`src/rtl/reset_sequencer.sv`:
```
`default_nettype none
// reset_sequencer: releases three subsystem resets in order 0,1,2, waiting for each Ack before the next.
// Optional Ack timeout compiled in with macro RESET_SEQ_TIMEOUT_EN.
module reset_sequencer #(
  parameter int unsigned STAGE_DELAY = 1000,
  parameter int unsigned TIMEOUT     = 65535,
  parameter int unsigned DELAY_W     = 16
) (
  input  logic       Clk,
  input  logic       Reset,
  input  logic [2:0] Ack,
  output logic [2:0] StageReset,
  output logic       Done,
  output logic       Fault,
  output logic [1:0] Stage
);

  localparam longint unsigned MAX_CNT    = (64'd1 << DELAY_W) - 64'd1;
  localparam logic [DELAY_W-1:0] CNT_ONE    = DELAY_W'(1);
  localparam logic [DELAY_W-1:0] DELAY_LAST = DELAY_W'(STAGE_DELAY - 1);
`ifdef RESET_SEQ_TIMEOUT_EN
  localparam logic [DELAY_W-1:0] TOUT_LAST  = DELAY_W'(TIMEOUT - 1);
`endif

  // Elaboration-time guard on the legal parameter ranges.
  if (STAGE_DELAY < 1 || 64'(STAGE_DELAY) > MAX_CNT) begin : g_bad_stage_delay
    $error("reset_sequencer: STAGE_DELAY out of range");
  end
  if (TIMEOUT < 1 || 64'(TIMEOUT) > MAX_CNT) begin : g_bad_timeout
    $error("reset_sequencer: TIMEOUT out of range");
  end

  typedef enum logic [1:0] {
    S_DELAY = 2'd0,
    S_ACK   = 2'd1,
    S_DONE  = 2'd2,
    S_FAULT = 2'd3
  } state_t;

  state_t             state_q, state_d;
  logic [1:0]         stage_q, stage_d;
  logic [DELAY_W-1:0] cnt_q,   cnt_d;
  logic [2:0]         srst_q,  srst_d;
  logic               done_q,  done_d;
  logic               fault_q, fault_d;

  logic               ack_cur;
  logic [2:0]         rel_mask;

  // Only the Ack bit of the stage being sequenced matters.
  assign ack_cur  = (stage_q == 2'd0) ? Ack[0] :
                    (stage_q == 2'd1) ? Ack[1] : Ack[2];
  assign rel_mask = 3'b001 << stage_q;

  always_comb begin
    state_d = state_q;
    stage_d = stage_q;
    cnt_d   = cnt_q;
    srst_d  = srst_q;
    done_d  = done_q;
    fault_d = fault_q;
    case (state_q)
      S_DELAY: begin
        if (cnt_q == DELAY_LAST) begin
          srst_d  = srst_q & ~rel_mask;
          cnt_d   = '0;
          state_d = S_ACK;
        end else begin
          cnt_d = cnt_q + CNT_ONE;
        end
      end
      S_ACK: begin
        if (ack_cur) begin
          cnt_d = '0;
          if (stage_q == 2'd2) begin
            state_d = S_DONE;
            done_d  = 1'b1;
            stage_d = 2'd3;
          end else begin
            state_d = S_DELAY;
            stage_d = stage_q + 2'd1;
          end
        end
`ifdef RESET_SEQ_TIMEOUT_EN
        else if (cnt_q == TOUT_LAST) begin
          state_d = S_FAULT;
          fault_d = 1'b1;
          srst_d  = 3'b111;
        end
`endif
        else if (cnt_q != '1) begin
          cnt_d = cnt_q + CNT_ONE;
        end
      end
      S_DONE: begin
        // Any subsystem dropping its ready flag re-runs the whole sequence.
        if (Ack != 3'b111) begin
          state_d = S_DELAY;
          stage_d = 2'd0;
          cnt_d   = '0;
          srst_d  = 3'b111;
          done_d  = 1'b0;
        end
      end
      S_FAULT: begin
        srst_d = 3'b111;
        done_d = 1'b0;
      end
      default: state_d = S_DELAY;
    endcase
  end

  always_ff @(posedge Clk) begin
    if (Reset) begin
      state_q <= S_DELAY;
      stage_q <= 2'd0;
      cnt_q   <= '0;
      srst_q  <= 3'b111;
      done_q  <= 1'b0;
      fault_q <= 1'b0;
    end else begin
      state_q <= state_d;
      stage_q <= stage_d;
      cnt_q   <= cnt_d;
      srst_q  <= srst_d;
      done_q  <= done_d;
      fault_q <= fault_d;
    end
  end

  assign StageReset = srst_q;
  assign Done       = done_q;
  assign Fault      = fault_q;
  assign Stage      = stage_q;

endmodule
`default_nettype wire
```
`config.mk`:
```
export PLATFORM = sky130hd
export DESIGN_NAME = reset_sequencer
export DESIGN_NICKNAME = d
export VERILOG_FILES = /design/src/rtl/reset_sequencer.sv
export SDC_FILE = /design/constraint.sdc
export NUM_CORES = 1
export LEC_CHECK = 0
export BUFFER_PORTS_ARGS = -buffer_cell sky130_fd_sc_hd__buf_2
export CAP_MARGIN = 10
export CORE_MARGIN = 2
export CORE_UTILIZATION = 45
export DETAILED_ROUTE_END_ITERATION = 10
export GPL_ROUTABILITY_DRIVEN = 0
export PLACE_DENSITY_LB_ADDON = 0.12
export SKIP_CTS_REPAIR_TIMING = 1
export SLEW_MARGIN = 20
export SYNTH_ARGS = -nofsm -noshare
export SYNTH_HDL_FRONTEND = slang
export SYNTH_SLANG_ARGS = --single-unit
```
`constraint.sdc`:
```
create_clock -name Clk -period 2.4 [get_ports Clk]
set_input_delay 0.36 -clock Clk [delete_from_list [all_inputs] [get_ports Clk]]
set_output_delay 0.36 -clock Clk [all_outputs]
set_load 0.05 [all_outputs]
```
==> After elaboration in Yosys (flattened, before gate mapping) <==
Index checks and enable logic that the tools add are counted.
{ "totals": {"register_bits": 24, "inputBits": 5, "output_inout_bits": 7, "wordCells": 56} }
{ "classes": {"addsub": 2, "n_eq_ne": 13, "shift": 1, "n_mux": 22, "n_bitwise": 2, "n_reduce_logical": 11} }
{ "ops": {"columns": ["cell", "n"], "rows": [
  ["two-way mux 16 bit", 4],
  ["case mux 16 bit (3 select lines)", 1],
  ["adder 16 x 1 -> 16 bit (second input constant)", 1],
  ["equality test 16 x 10 -> 1 bit (second input constant)", 1],
  ["!= test 16 bit (second input constant)", 1],
  ["two-way mux 2 bit", 6],
  ["case mux 3 bit (3 select lines)", 1],
  ["AND reduction 3 bit", 3],
  ["nonzero test 3 bit", 3],
  ["!= test 2 bit (second input constant)", 4],
  ["AND reduction 4 bit", 2],
  ["equality test 2 bit (second input constant)", 3],
  ["two-way mux 3 bit", 2],
  ["!= test 3 bit (second input constant)", 2],
  ["case mux 2 bit (3 select lines)", 1],
  ["two-way mux 1 bit", 5],
  ["equality test 2 x 1 -> 1 bit (second input constant)", 2],
  ["zero test 2 bit", 2],
  ["case mux 2 bit (2 select lines)", 1],
  ["bitwise AND 3 bit", 1],
  ["inverter 3 bit", 1],
  ["case mux 1 bit (3 select lines)", 1],
  ["<< shifter 1 x 2 -> 3 bit (first input constant)", 1],
  ["adder 2 x 1 -> 2 bit (second input constant)", 1],
  ["nonzero test 2 bit", 1]
]} }

==> Depth between registers and ports, before layout <==
{ "logic_depth": {"ltp_word": 5, "ltp_mapped": 10, "mapped_depth_nobuf": 7} }

==> Least setup slack after synthesis <==
OpenSTA, ideal clock, no wires.
{ "synth_timing": {"path_type": "reg-to-reg", "startpoint": "reg stage_q[1], in the netlist Stage[1]", "endpoint": "reg cnt_q[13]", "setup_ns": 0.074, "arrival_time_ns": 2.245, "t_required_ns": 2.326, "path_slack_ns": 0.080, "path_stages_with_launch": 9, "path_buffers": 1, "period_less_slack_ns": 2.320, "path_cell_list": "dfxtp_1 inv_1 ha_1 mux2_2 o21ai_1 a31o_1 buf_6 or4_1 a31oi_1"} }
{ "synth_via": {"elab_chain_cells": 5, "word_cells_on_any_way": 8, "cone_classes": "eq/ne (2); mux (4); reduce/logical (2)"} }
{ "synth_rtl": {"columns": ["element", "line_no", "text"], "rows": [
  ["start: declaration", "41", "logic [1:0] stage_q, stage_d;"],
  ["start signal: assignment", "123", "stage_q <= stage_d;"],
  ["equality test 2 x 1 -> 1 bit", "52", "(stage_q == 2'd1) ? Ack[1] : Ack[2];"],
  ["two-way mux 1 bit", "52", null],
  ["two-way mux 1 bit (*)", "51", "assign ack_cur = (stage_q == 2'd0) ? Ack[0] :"],
  ["!= test 3 bit (no source line) or two-way mux 16 bit (tied branches)", null, null],
  ["AND reduction 3 bit (no source line) or case mux 16 bit (3 select lines) (tied branches)", null, null],
  ["end signal: assignment", "124", "cnt_q <= cnt_d;"],
  ["end: declaration", "42", "logic [DELAY_W-1:0] cnt_q, cnt_d;"]
]} }
Mark *: on every way between the ends. The rest lies on a longest branch, timed or not.
A chain may end at the register's enable or synchronous reset.

==> Worst setup path after layout <==
{ "layout_timing": {"startpoint": "reg state_q[0]", "endpoint": "reg cnt_q[14]"} }
{ "layout_via": {"elab_chain_cells": 3, "word_cells_on_any_way": 8, "cone_classes": "eq/ne (4); mux (1); reduce/logical (3)"} }
{ "layout_rtl": {"columns": ["element", "line_no", "text"], "rows": [
  ["start: declaration", "40", "state_t state_q, state_d;"],
  ["start signal: assignment", "122", "state_q <= state_d;"],
  ["equality test 2 x 1 -> 1 bit, or another cell as far along", "62", "case (state_q)"],
  ["!= test 3 bit (no source line), or another cell as far along", null, null],
  ["AND reduction 3 bit (no source line)", null, null]
]} }
Parallel ways exist; a longest one is shown, timed or not.

==> impl_metrics.tcl <==
set metrics [dict create \
    vias 1353 \
    r2r_end "cnt_q[14]$_SDFFE_PP0P_" \
    status "finished, final reports clean" \
    h-tree-depth 1 \
    synthAdderAreaFrac_pct 7.69 \
    period_needed_ns 2.16 \
    cp_data_arrival_time_ns 2.42 \
    yosys_warnings 0 \
    synth_compound_area_share_pct 25.0 \
    synth.top_cell.area_share_pct 32.8 \
    ys_ff_latch 24 \
    portBuffers 10 \
    clock_latency_ns 0.33 \
    yosys-top-cells-area "dfxtp_1, ha_1, a32o_1" \
    setup_viol 0 \
    synth_cell_types 44 \
    grt_pass1_vias 1156 \
    synth.top_cells.by_count "dfxtp_1, o21ai_1, nand2_1" \
    drc 0 \
    finalCritPeriodShare_pct 90.1 \
    pin_count 12 \
    drt-vias-per-instance 5.99 \
    cts_num_sinks 24 \
    tightest_slew_ns 0.511 \
    drive_above_1_share_pct 13.2 \
    netlist_instances 174 \
    dieArea_um2 3730 \
    synth-edff-count 0 \
    diodes 0 \
    drtAntennaViolNets 0 \
    critPathLaunch "state_q[0]$_SDFFE_PP0P_" \
    wl_um 3360 \
    setup.worst_path.end_class "register" \
    cts_tree "yes" \
    antenna_found_initial 0 \
    synthMuxAreaShare_pct 0.769 \
    reg2reg_from "state_q[0]$_SDFFE_PP0P_" \
    syn_nets 188 \
    grt_pass1_wl_um 5530 \
    start_util_pct 47.6 \
    row_count 20 \
    tns_ns 0 \
    regToRegSetupSlack_ns 0.24 \
    timing_hold_violations_final 0 \
    syn-cell-area_um2 1460 \
    yosysTopAreaCell "dfxtp_1" \
    syn_to_final_growth_pct 9.40 \
    grt_max_degree 26 \
    ys.flop_type "dfxtp_1" \
    drtIter0Drc 135 \
    ys_async_sr_fraction_pct 0 \
    cap_violations 0 \
    maxSlewViolCount 0 \
    worst_clock_skew_ns 0.0133 \
    crit_fanout 10 \
    synth.most_common_cell "dfxtp_1" \
    die_x_um 61.0 \
    cts_inserted_buffers 3 \
    critPathLaunchType "register" \
    yosysSeqAreaShare_pct 32.8 \
    dp_hpwl_um 2420 \
    cts_root_buffer "clkbuf_4" \
    cp.required_ns 2.66 \
    grt_overflow 0 \
    hold_depth 1 \
    power_density_nw_per_um2 565 \
    synth_top_family_by_area "simple AND/OR/NAND/NOR gates" \
    yosys.area_share.simple_pct 27.9 \
    worstSetupEndpoint "cnt_q[14]$_SDFFE_PP0P_" \
    fmax_ghz 0.462 \
    synth_area_per_cell_um2 8.41 \
    routedWlPerCell_um 14.9 \
    hp-class "reg2reg" \
    die_h_um 61.0 \
    fin_nets 197 \
    grt_usage_pct 20.0 \
    core_area_um2 3080 \
    total_power_mw 0.905 \
    synth_xor_area_share_pct 0 \
    power.leakage_nw 0.601 \
    drt_pre_antenna_iters 4 \
    clock_path_buffers 2 \
    critical_path_class "reg2reg" \
    rr_worst_depth 7 \
    peakVddDrop_mv 0.235 \
    slew_headroom_pct 65.8 \
    rsz0062_at_grt "no" \
    path_clk_slew_ns 0.14 \
]
-- cells in the final DEF, fill, tap and decap left out, drive strengths merged, types with 5 or more instances in the layout --
master	Yosys	routed
and3	10	10
nand2	12	12
nor2	8	8
inv	8	8
a32o	9	9
a21oi	9	9
buf	4	13
nor3b	6	6
ha	9	9
nand3	5	5
dfxtp	24	24
a31oi	5	5
o21ai	15	15
-- routing by layer --
metal / wire length, um / GRT usage [%] / vias to the layer above
met5: 0 / 0 / -
met4: 15 / 8.39 / 0
met3: 174 / 3.15 / 2
met2: 1570 / 26.9 / 41
met1: 1600 / 31.3 / 647
li1: - / - / 663
-- worst min-delay path by stage --
stage	start	end	slack (ns)
after floorplan	cnt_q[1]$_SDFFE_PP0P_	cnt_q[1]$_SDFFE_PP0P_	0.45
after global placement	StageReset[1]$_SDFFE_PP1P_	StageReset[1]$_SDFFE_PP1P_	0.43
after detailed placement	StageReset[2]$_SDFFE_PP1P_	StageReset[2]$_SDFFE_PP1P_	0.43
after CTS	StageReset[2]$_SDFFE_PP1P_	StageReset[2]$_SDFFE_PP1P_	0.47
after global routing	Reset	Done$_SDFFE_PP0P_	0.49
final	StageReset[2]$_SDFFE_PP1P_	StageReset[2]$_SDFFE_PP1P_	0.46
-- flip-flops by register name, summed over array words and instances (netlist names) --
register    count
state_q         2
Stage           2
cnt_q          16
StageReset      3
Done            1
-- through the flow --
step / cells / setup WS (ns) / hold slack (ns) / util, % / area (um2)
floorplan: 174 / 0.0802 / 0.453 / - / 1460
detailed placement: 222 / 0.248 / 0.433 / 50.2 / 1540
global placement: 222 / 0.267 / 0.432 / 50.2 / 1540
global route: 226 / 0.0947 / 0.487 / 52.0 / 1600
CTS: 226 / 0.223 / 0.466 / 51.9 / 1600
finish: 226 / 0.237 / 0.462 / 52.0 / 1600
-- cell type report --
class	count	area, um2
Fill cell	281	1480
Clock buffer	3	22.5
Sequential cell	24	480
Multi-Input combinational cell	132	907
Tap cell	44	55.1
Inverter	9	33.8
Timing Repair Buffer	13	72.6
Clock inverter	1	30.0
-- power by group --
group / switching [mW] / internal [mW] / total [mW] / leakage [nW]
Combinational: 0.112 / 0.0586 / 0.170 / 0.379
Clock: 0.136 / 0.169 / 0.305 / 0.0279
Sequential: 0.0163 / 0.413 / 0.430 / 0.194
Total: 0.264 / 0.641 / 0.905 / 0.601
-- kinds of logic after synthesis --
group / Yosys count
adder cells (fa/ha/maj): 9
AND/OR/NAND/NOR: 68
AO/OA/AOI/OAI: 53
multiplexers: 1
flip-flops: 24
buffers and inverters: 18
other: 1
-- worst max-delay path, stage by stage (launching register included) --
cell and delay, ns:
dfxtp_1 0.43, inv_1 0.09, ha_1 0.29, nand4_1 0.16, o31ai_1 0.11, a31o_1 0.32
or4_1 0.53, a31oi_1 0.17
(Power assumes the default switching activity.)
